===== src/rtl/data_mem_master_if.sv =====
// Bus bundle for data_mem_master: datapath command/store/load streams plus the
// data_mem port (addr, MW, data_in, out). master = data_mem_master, slave = peer side.
interface data_mem_master_if #(
  parameter int AW = 6,
  parameter int DW = 32
);
  logic          cmd_valid;
  logic          cmd_ready;
  logic          cmd_write;
  logic [AW-1:0] cmd_addr;
  logic [2:0]    cmd_len;
  logic          wr_valid;
  logic          wr_ready;
  logic [DW-1:0] wr_data;
  logic          rd_valid;
  logic [DW-1:0] rd_data;
  logic          done;
  logic          err;
  logic [AW-1:0] mem_addr;
  logic          mem_MW;
  logic [DW-1:0] mem_data_in;
  logic [DW-1:0] mem_out;

  modport master (
    input  cmd_valid, cmd_write, cmd_addr, cmd_len, wr_valid, wr_data, mem_out,
    output cmd_ready, wr_ready, rd_valid, rd_data, done, err, mem_addr, mem_MW, mem_data_in
  );

  modport slave (
    output cmd_valid, cmd_write, cmd_addr, cmd_len, wr_valid, wr_data, mem_out,
    input  cmd_ready, wr_ready, rd_valid, rd_data, done, err, mem_addr, mem_MW, mem_data_in
  );
endinterface


===== src/rtl/data_mem_master.sv =====
// Burst load/store sequencer driving data_mem; read data returned as a stream.
// Optional macro DATA_MEM_MASTER_BOUND_CHECK_EN rejects bursts that would wrap past 2^AW-1.
module data_mem_master #(
  parameter int AW     = 6,
  parameter int DW     = 32,
  parameter int RD_LAT = 0
) (
  input  logic              CLK,
  input  logic              reset,
  data_mem_master_if.master bus
);

  typedef enum logic [2:0] {S_IDLE, S_WR, S_RD, S_RD_DRAIN, S_DONE} state_e;

  state_e          state_q, state_d;
  logic [AW-1:0]   addr_q, addr_d;
  logic [2:0]      len_q, len_d;
  logic [2:0]      cnt_q, cnt_d;
  logic [RD_LAT:0] tag_q, tag_d;
  logic            rd_valid_q, rd_valid_d;
  logic [DW-1:0]   rd_data_q, rd_data_d;
  logic            done_q, done_d;
  logic            err_q, err_d;
  logic [AW-1:0]   mem_addr_q, mem_addr_d;
  logic            mem_mw_q, mem_mw_d;
  logic [DW-1:0]   mem_din_q, mem_din_d;

`ifdef DATA_MEM_MASTER_BOUND_CHECK_EN
  logic [AW:0] end_addr;
  assign end_addr = {1'b0, bus.cmd_addr} + (AW+1)'(bus.cmd_len);
`endif

  // NOTE: every variable gets a default before the case so no path leaves one unassigned (no latches).
  always_comb begin
    state_d    = state_q;
    addr_d     = addr_q;
    len_d      = len_q;
    cnt_d      = cnt_q;
    tag_d      = tag_q << 1;
    rd_valid_d = tag_q[RD_LAT];
    rd_data_d  = tag_q[RD_LAT] ? bus.mem_out : rd_data_q;
    err_d      = 1'b0;
    mem_addr_d = mem_addr_q;
    mem_mw_d   = 1'b0;
    mem_din_d  = mem_din_q;

    case (state_q)
      S_IDLE: begin
        if (bus.cmd_valid) begin
          addr_d = bus.cmd_addr;
          len_d  = bus.cmd_len;
          cnt_d  = 3'd0;
`ifdef DATA_MEM_MASTER_BOUND_CHECK_EN
          if (end_addr[AW]) err_d = 1'b1;
          else              state_d = bus.cmd_write ? S_WR : S_RD;
`else
          state_d = bus.cmd_write ? S_WR : S_RD;
`endif
        end
      end
      S_WR: begin
        // Bubbles (wr_valid=0) hold the address and drop MW for that cycle.
        if (bus.wr_valid) begin
          mem_addr_d = addr_q;
          mem_din_d  = bus.wr_data;
          mem_mw_d   = 1'b1;
          addr_d     = addr_q + AW'(1);
          cnt_d      = cnt_q + 3'd1;
          if (cnt_q == len_q) state_d = S_DONE;
        end
      end
      S_RD: begin
        mem_addr_d = addr_q;
        tag_d[0]   = 1'b1;
        addr_d     = addr_q + AW'(1);
        cnt_d      = cnt_q + 3'd1;
        if (cnt_q == len_q) state_d = S_RD_DRAIN;
      end
      S_RD_DRAIN: begin
        if (tag_q == '0) state_d = S_DONE;
      end
      S_DONE:  state_d = S_IDLE;
      default: state_d = S_IDLE;
    endcase

    done_d = (state_d == S_DONE);
  end

  // NOTE: sequential state uses non-blocking assignments so all registers update from pre-edge values.
  always_ff @(posedge CLK or negedge reset) begin
    if (!reset) begin
      state_q    <= S_IDLE;
      addr_q     <= '0;
      len_q      <= '0;
      cnt_q      <= '0;
      tag_q      <= '0;
      rd_valid_q <= 1'b0;
      rd_data_q  <= '0;
      done_q     <= 1'b0;
      err_q      <= 1'b0;
      mem_addr_q <= '0;
      mem_mw_q   <= 1'b0;
      mem_din_q  <= '0;
    end else begin
      state_q    <= state_d;
      addr_q     <= addr_d;
      len_q      <= len_d;
      cnt_q      <= cnt_d;
      tag_q      <= tag_d;
      rd_valid_q <= rd_valid_d;
      rd_data_q  <= rd_data_d;
      done_q     <= done_d;
      err_q      <= err_d;
      mem_addr_q <= mem_addr_d;
      mem_mw_q   <= mem_mw_d;
      mem_din_q  <= mem_din_d;
    end
  end

  // Ready is held low while reset is asserted even though the state reads IDLE.
  assign bus.cmd_ready   = (state_q == S_IDLE) && reset;
  assign bus.wr_ready    = (state_q == S_WR);
  assign bus.rd_valid    = rd_valid_q;
  assign bus.rd_data     = rd_data_q;
  assign bus.done        = done_q;
  assign bus.err         = err_q;
  assign bus.mem_addr    = mem_addr_q;
  assign bus.mem_MW      = mem_mw_q;
  assign bus.mem_data_in = mem_din_q;

endmodule


===== src/flat_wrapper.sv =====
// flat-port wrapper written by rule: the top's interface ports become plain ports
module data_mem_master_flat 
#(
  parameter int AW     = 6,
  parameter int DW     = 32,
  parameter int RD_LAT = 0
)
  (CLK, reset, bus_cmd_valid, bus_cmd_write, bus_cmd_addr, bus_cmd_len, bus_wr_valid, bus_wr_data, bus_mem_out, bus_cmd_ready, bus_wr_ready, bus_rd_valid, bus_rd_data, bus_done, bus_err, bus_mem_addr, bus_mem_MW, bus_mem_data_in);
  data_mem_master_if #(.AW(AW), .DW(DW)) bus_i ();
  input  logic CLK;
  input  logic reset;
  input wire logic [$bits(bus_i.cmd_valid)-1:0] bus_cmd_valid;
  input wire logic [$bits(bus_i.cmd_write)-1:0] bus_cmd_write;
  input wire logic [$bits(bus_i.cmd_addr)-1:0] bus_cmd_addr;
  input wire logic [$bits(bus_i.cmd_len)-1:0] bus_cmd_len;
  input wire logic [$bits(bus_i.wr_valid)-1:0] bus_wr_valid;
  input wire logic [$bits(bus_i.wr_data)-1:0] bus_wr_data;
  input wire logic [$bits(bus_i.mem_out)-1:0] bus_mem_out;
  output wire logic [$bits(bus_i.cmd_ready)-1:0] bus_cmd_ready;
  output wire logic [$bits(bus_i.wr_ready)-1:0] bus_wr_ready;
  output wire logic [$bits(bus_i.rd_valid)-1:0] bus_rd_valid;
  output wire logic [$bits(bus_i.rd_data)-1:0] bus_rd_data;
  output wire logic [$bits(bus_i.done)-1:0] bus_done;
  output wire logic [$bits(bus_i.err)-1:0] bus_err;
  output wire logic [$bits(bus_i.mem_addr)-1:0] bus_mem_addr;
  output wire logic [$bits(bus_i.mem_MW)-1:0] bus_mem_MW;
  output wire logic [$bits(bus_i.mem_data_in)-1:0] bus_mem_data_in;
  assign bus_i.cmd_valid = bus_cmd_valid;
  assign bus_i.cmd_write = bus_cmd_write;
  assign bus_i.cmd_addr = bus_cmd_addr;
  assign bus_i.cmd_len = bus_cmd_len;
  assign bus_i.wr_valid = bus_wr_valid;
  assign bus_i.wr_data = bus_wr_data;
  assign bus_i.mem_out = bus_mem_out;
  assign bus_cmd_ready = bus_i.cmd_ready;
  assign bus_wr_ready = bus_i.wr_ready;
  assign bus_rd_valid = bus_i.rd_valid;
  assign bus_rd_data = bus_i.rd_data;
  assign bus_done = bus_i.done;
  assign bus_err = bus_i.err;
  assign bus_mem_addr = bus_i.mem_addr;
  assign bus_mem_MW = bus_i.mem_MW;
  assign bus_mem_data_in = bus_i.mem_data_in;
  data_mem_master #(.AW(AW), .DW(DW), .RD_LAT(RD_LAT)) u_core (.CLK(CLK), .reset(reset), .bus(bus_i));
endmodule

===== config.mk =====
export PLATFORM = sky130hd
export DESIGN_NAME = data_mem_master_flat
export DESIGN_NICKNAME = d
export VERILOG_FILES = /design/src/rtl/data_mem_master_if.sv /design/src/rtl/data_mem_master.sv /design/src/flat_wrapper.sv
export SDC_FILE = /design/constraint.sdc
export NUM_CORES = 1
export LEC_CHECK = 0
export CAP_MARGIN = 25
export CORE_MARGIN = 2
export CORE_UTILIZATION = 42
export DETAILED_ROUTE_END_ITERATION = 10
export GPL_ROUTABILITY_DRIVEN = 0
export PLACE_DENSITY = 0.79
export RECOVER_POWER = 50
export SLEW_MARGIN = 20
export SYNTH_ARGS = -nofsm -noshare
export SYNTH_HDL_FRONTEND = slang
export SYNTH_SLANG_ARGS = --single-unit

===== constraint.sdc =====
create_clock -name CLK -period 1.95 [get_ports CLK]
set_input_delay 0.4875 -clock CLK [delete_from_list [all_inputs] [get_ports CLK]]
set_output_delay 0.4875 -clock CLK [all_outputs]
set_load 0.01 [all_outputs]

==> impl_metrics.json, run 1 <==
{
  "slew_viol_final": 0,
  "synth.yosys.seq_area_share": 0.6153,
  "netlist.area_leader.share": 0.6153,
  "synth_edf_count": 0,
  "dpl.hpwl_um": 6201,
  "yosysTopAreaCell": "dfrtp_1",
  "synth_fp_nets": 324,
  "crit_path_max_fanout": 3,
  "finalCriticalPeriod_ns": 1.865,
  "syn_area_per_cell_um2": 14.83,
  "cp.required_ns": 1.46,
  "drtIter0Drc": 49,
  "dieHeight_um": 96.84,
  "n_fill_cell": 640,
  "portBuffers": 152,
  "final-seq-area_um2": 2227,
  "synth_flop_cell": "dfrtp_1",
  "cp_slowest_cell": "dfrtp_1",
  "drtAntennaViolNets": 0,
  "p_leak_nw": 2.309,
  "synth.most_common_cell": "dfrtp_1",
  "rr_worst_depth": 6,
  "cpPeakStageDelay_ns": 0.41,
  "firstDrtPassIters": 4,
  "r2r_start": "u_core.state_q[1]",
  "slew_headroom": 0.3201,
  "path_class": "flip-flop to output port",
  "core_area_um2": 8299,
  "multi_input_area_um2": 1320,
  "cp_data_arrival_time_ns": 1.38,
  "async_flop_share": 1.000,
  "fp-row-count": 33,
  "worst-path-stages": 3,
  "cp.buffers_inverters": 2,
  "tritoncts": "done",
  "track_usage": 0.1828,
  "cpMostUsedCell": "buf_4",
  "antenna_cells": 0,
  "fmax_mhz": 536.1,
  "cts.sinks": 89,
  "grt_pass1_wl_um": 13810,
  "holdCritPathClass": "input port to asynchronous set/reset pin",
  "tns_ns": 0,
  "synth_cells": 244,
  "rr_endpoint": "u_core.bus.mem_addr[4]",
  "drv_cap": 0,
  "pwr_density_cell_nw_per_um2": 1634,
  "timing.final.hold_violations": 0,
  "drc": 0,
  "grt_overflow": 0,
  "cts_hold_buf": 0,
  "path_clk_slew_ns": 0.09,
  "whs_ns": 0.4171,
  "vias_per_cell": 4.894,
  "final_cells": 520,
  "r2r_slack_ns": 0.21,
  "synth_area_um2": 3620,
  "ios": 154,
  "rsz0062_at_grt": "true",
  "fin_skew_ns": 0.01197,
  "status": "completed",
  "synthTopCellsByCount": "dfrtp_1 (89), mux2_2 (59), mux2_1 (15)",
  "finalWirelength_um": 8177,
  "area_growth_pct": 52.61,
  "fp.dieW_um": 96.84,
  "grt_pass1_vias": 2765,
  "ir_drop_mv": 0.7677,
  "clkLatencyLatePin_ns": 0.34,
  "grt_max_degree": 49,
  "setup_viol": 0,
  "root_buffer": "clkbuf_8",
  "grt_antenna_before_repair": 0,
  "synth_area_leaders": "dfrtp_1 (62%), mux2_2 (18%), mux2_1 (4.7%)",
  "vias": 2545,
  "critPathTopFamily": "flip-flops",
  "cp-start-kind": "flip-flop",
  "cts_max_level": 3,
  "synth_cell_types": 39,
  "end_kind": "output port",
  "ys_ff_latch": 89,
  "die_area_um2": 9377,
  "start_util": 0.4362,
  "worst_slew_pin_slew_ns": 1.020,
  "finalPower_mw": 9.029,
  "timing.critical_path.cells": "nor4b_2, buf_4, buf_4",
  "nets": 490,
  "yosysWarnings": 0,
  "ctsLongestPathBuffers": 2,
  "drive_gt1_frac": 0.2361,
  "wire_per_inst_um": 15.73,
  "numCtsBuffers": 9,
  "min_period_over_period": 0.9565,
  "numPlacedInstances": 502
}
## what timing repair did
| action | 4_1_cts | 5_1_grt |
|---|---|---|
| setup endpoints to repair | 2 | 2 |
| pin swaps | 1 | 0 |
| gates resized for setup | 5 | 2 |
| hold endpoints to repair | 0 | 0 |
| buffers inserted | 2 | 0 |
## power breakdown
| group | total [mW] | switching, mW | internal (mW) |
|---|---|---|---|
| Clock | 1.26 | 0.660 | 0.601 |
| Combinational | 4.46 | 1.74 | 2.71 |
| Sequential | 3.31 | 0.535 | 2.77 |
| Total | 9.03 | 2.94 | 6.09 |
## cells in the final DEF (no fill, tap or decap), types with 2 or more instances in the layout
| cell type | instances |
|---|---|
| inv_6 | 2 |
| nand2_1 | 7 |
| clkinvlp_4 | 4 |
| a21oi_4 | 2 |
| mux2_2 | 59 |
| nand2b_1 | 3 |
| clkbuf_2 | 3 |
| buf_12 | 2 |
| a22o_1 | 2 |
| inv_1 | 3 |
| nand3_1 | 2 |
| nor2b_1 | 2 |
| ha_1 | 2 |
| o22ai_1 | 2 |
| o21bai_1 | 2 |
| clkdlybuf4s50_1 | 149 |
| a21oi_1 | 6 |
| nor2_1 | 6 |
| mux2_1 | 15 |
| a31oi_1 | 3 |
| nor3_1 | 2 |
| buf_4 | 11 |
| nor4b_2 | 2 |
| a2bb2oi_1 | 2 |
| dfrtp_1 | 89 |
| xor2_1 | 3 |
| clkbuf_8 | 9 |
| a21o_1 | 3 |
| mux2i_1 | 5 |
## through the flow
step                setup WS (ns)  area (um2)  utilization
global placement          -0.2119        5320       0.6410
detailed placement        -0.1789        5320       0.6410
finish                    0.08482        5524       0.6656
CTS                       0.04872        5544       0.6680
floorplan                  0.3687        3620            -
global route            -0.008361        5524       0.6656
## area by class of cell
type,count,share of cell area
multi-input combinational,141,0.2390
timing repair buffer,166,0.2956
inverter,3,0.002039
clock buffer,9,0.02242
tap,105,0.02378
sequential,89,0.4032
clock inverter,7,0.01404
## metal layers
layer | global-route usage | wire length (um)
met4 | 0.05200 | 43
met1 | 0.2417 | 3582
met3 | 0.04408 | 487
met2 | 0.3018 | 4063
met5 | 0 | 0
## flip-flops by register name, indices dropped and copies added (netlist names)
name                    flops
u_core.len_q                3
u_core.cnt_q                3
u_core.bus.done             1
u_core.rd_valid_d           1
u_core.bus.mem_MW           1
u_core.bus.rd_data         32
u_core.bus.mem_data_in     32
u_core.bus.rd_valid         1
u_core.state_q              3
u_core.bus.mem_addr         6
u_core.addr_q               6
## kinds of logic (layout without fill, tap and decap cells)
logic type      count (synthesis)  in the layout  share of synthesized area
fa+ha+maj                       2              2                   0.006912
other cells                     1              1                   0.001036
mux                            79             79                     0.2440
compound gates                 26             26                    0.05323
xor+xnor                        3              3                   0.007260
simple gates                   30             30                    0.05116
buf+inv                        14            185                    0.02108
flops                          89             89                     0.6153
## worst max-delay path by stage
| stage | start | endpoint | slack [ns] |
|---|---|---|---|
| floorplan | u_core.state_q[2] | bus_cmd_ready | 0.37 |
| global placement | reset | bus_cmd_ready | -0.21 |
| detailed placement | reset | bus_cmd_ready | -0.18 |
| CTS | u_core.state_q[0] | bus_wr_ready | 0.05 |
| global route | u_core.state_q[1] | bus_cmd_ready | -0.008 |
| finish | u_core.state_q[1] | bus_cmd_ready | 0.08 |
No activity file was read; power rests on OpenSTA's default activity.
==> run 2: changes to the inputs <==
CORE_UTILIZATION = 25   (was 42)
PLACE_DENSITY = 0.52   (was 0.79)
==> run 2 against run 1 <==
  * Wire length is 6.5% higher
  * Hold slack worse by 0.058 ns
  * Global-route usage is 6.7 points lower
  * Combinational power hardly changed
  * Via count is 1.8% lower
  * Critical endpoint unchanged
  * Final area is 3.3% higher
  * Critical path depth is 1 lower
  * Clock power is 40% higher
  * Highest routed layer unchanged
  * Clock skew is 0.0055 ns lower
  * Total power is 5.1% higher
==> impl_metrics.json, run 2 (synthesized netlist as in run 1, its figures left out) <==
{
  "critPathTopFamily": "flip-flops",
  "final_common_cell": "clkdlybuf4s50_1",
  "fin_skew_ns": 0.006438,
  "grt.met2_usage": 0.1900,
  "numCtsBuffers": 9,
  "drive_gt1_frac": 0.2252,
  "worst_slew_pin_slew_ns": 0.8536,
  "grt_antenna_before_repair": 0,
  "timing.final.hold_violations": 0,
  "clkLatencyLatePin_ns": 0.34,
  "vias_per_cell": 4.212,
  "r2r_slack_ns": 0.27,
  "setup_viol": 0,
  "nets": 488,
  "path_clk_slew_ns": 0.06,
  "min_period_over_period": 0.9414,
  "cts_max_level": 3,
  "rsz0062_at_grt": "false",
  "fp-row-count": 43,
  "root_buffer": "clkbuf_16",
  "place_area_um2": 5414,
  "holdCritPathClass": "input port to asynchronous set/reset pin",
  "cts.sinks": 89,
  "cpPeakStageDelay_ns": 0.41,
  "start_util": 0.2588,
  "die_area_um2": 15460,
  "busiest_layer": "met2",
  "antenna_cells": 0,
  "whs_ns": 0.3590,
  "portBuffers": 152,
  "vias": 2498,
  "grt_pass1_wl_um": 13970,
  "slew_viol_final": 0,
  "wire_per_inst_um": 14.68,
  "rr_endpoint": "u_core.bus.mem_addr[2]",
  "critPathLaunch": "u_core.state_q[1]",
  "finalCriticalPeriod_ns": 1.836,
  "drtAntennaViolNets": 0,
  "grt_overflow": 0,
  "p_leak_nw": 2.362,
  "area_growth_pct": 57.62,
  "ctsLongestPathBuffers": 2,
  "finalWirelength_um": 8705,
  "timing.critical_path.cells": "nor4b_1, dlygate4sd2_1",
  "drv_cap": 0,
  "cp_slowest_cell": "dfrtp_1",
  "drc": 0,
  "fp.dieW_um": 124.3,
  "dpl.hpwl_um": 6302,
  "fin_util": 0.4079,
  "slew_headroom": 0.4309,
  "ios": 154,
  "tritoncts": "done",
  "path_class": "flip-flop to output port",
  "r2r_start": "u_core.state_q[1]",
  "rr_worst_depth": 5,
  "track_usage": 0.1153,
  "ir_drop_mv": 0.5588,
  "firstDrtPassIters": 4,
  "end_kind": "output port",
  "dieHeight_um": 124.3,
  "cp.required_ns": 1.46,
  "stdcell_area_um2": 5705,
  "crit_path_max_fanout": 3,
  "cts_hold_buf": 0,
  "grt_max_degree": 47,
  "core_area_um2": 13990,
  "final_cell_mix": "clkdlybuf4s50_1 (148), dfrtp_1 (89), mux2_2 (59)",
  "cp-start-kind": "flip-flop",
  "cp.buffers_inverters": 1,
  "grt_pass1_vias": 2602,
  "met3_usage": 0.04639,
  "drtIter0Drc": 52,
  "fmax_mhz": 544.7,
  "status": "completed",
  "cp_data_arrival_time_ns": 1.35,
  "grt.met1_usage": 0.1384,
  "pwr_density_cell_nw_per_um2": 1663
}
run 2: changes by cell type in the layout (fill, tap and decap cells not counted), sizes merged:
cell and delta:
clkinv +2, buf -3, dlygate4sd2 +2, clkdlybuf4s50 -1, dlygate4sd3 +1, clkinvlp -3
inv -2, clkbuf +2
run 2: cell type report:
| type | instances | area (um2) |
|---|---|---|
| timing repair buffer | 164 | 1613 |
| sequential | 89 | 2227 |
| clock inverter | 4 | 51.30 |
| multi-input combinational | 141 | 1321 |
| clock buffer | 12 | 256.5 |
| fill | 1352 | 8283 |
| inverter | 3 | 11.26 |
| tap | 180 | 225.2 |
run 2: worst max-delay path by stage:
stage	end	slack, ns	cells after the start
final	bus_cmd_ready	0.11	2
after global routing	bus_cmd_ready	0.006	2
after CTS	bus_cmd_ready	0.07	2
after detailed placement	u_core.bus.mem_data_in[11]	-0.08	5
after global placement	u_core.bus.mem_data_in[15]	-0.05	5
after floorplan	bus_cmd_ready	0.37	2
run 2: power by group:
part	total (mW)	internal, mW	switching (mW)
registers	3.30	2.78	0.516
logic	4.43	2.69	1.74
clock network	1.76	1.06	0.696
total	9.49	6.54	2.95
run 2: per-layer routing:
metal,up-vias,wire length [um],share of wire
li1,1198,-,-
met3,10,550,0.063
met2,90,4242,0.49
met4,0,116,0.013
met1,1200,3796,0.44
met5,-,0,0
run 2: worst reg2reg max path, stage by stage, from the launching register on:
cell and delay, ns:
dfrtp_1 0.41, buf_4 0.20, nand3b_1 0.27, a21oi_4 0.20, buf_4 0.15, mux2_1 0.33
run 2: timing repair:
action,CTS,global route
buffers inserted,0,0
endpoints found under the hold margin,0,0
endpoints found under the setup margin,2,1
resized for setup,2,1
run 2: metrics by stage:
step,total power [mW],setup TNS (ns),instances,worst slack (ns)
detailed placement,7.895,-2.346,577,-0.07574
global route,10.13,0,593,0.006067
global placement,7.810,-1.388,577,-0.04517
finish,9.485,0,593,0.1143
floorplan,5.529,0,244,0.3687
CTS,9.725,0,593,0.07433
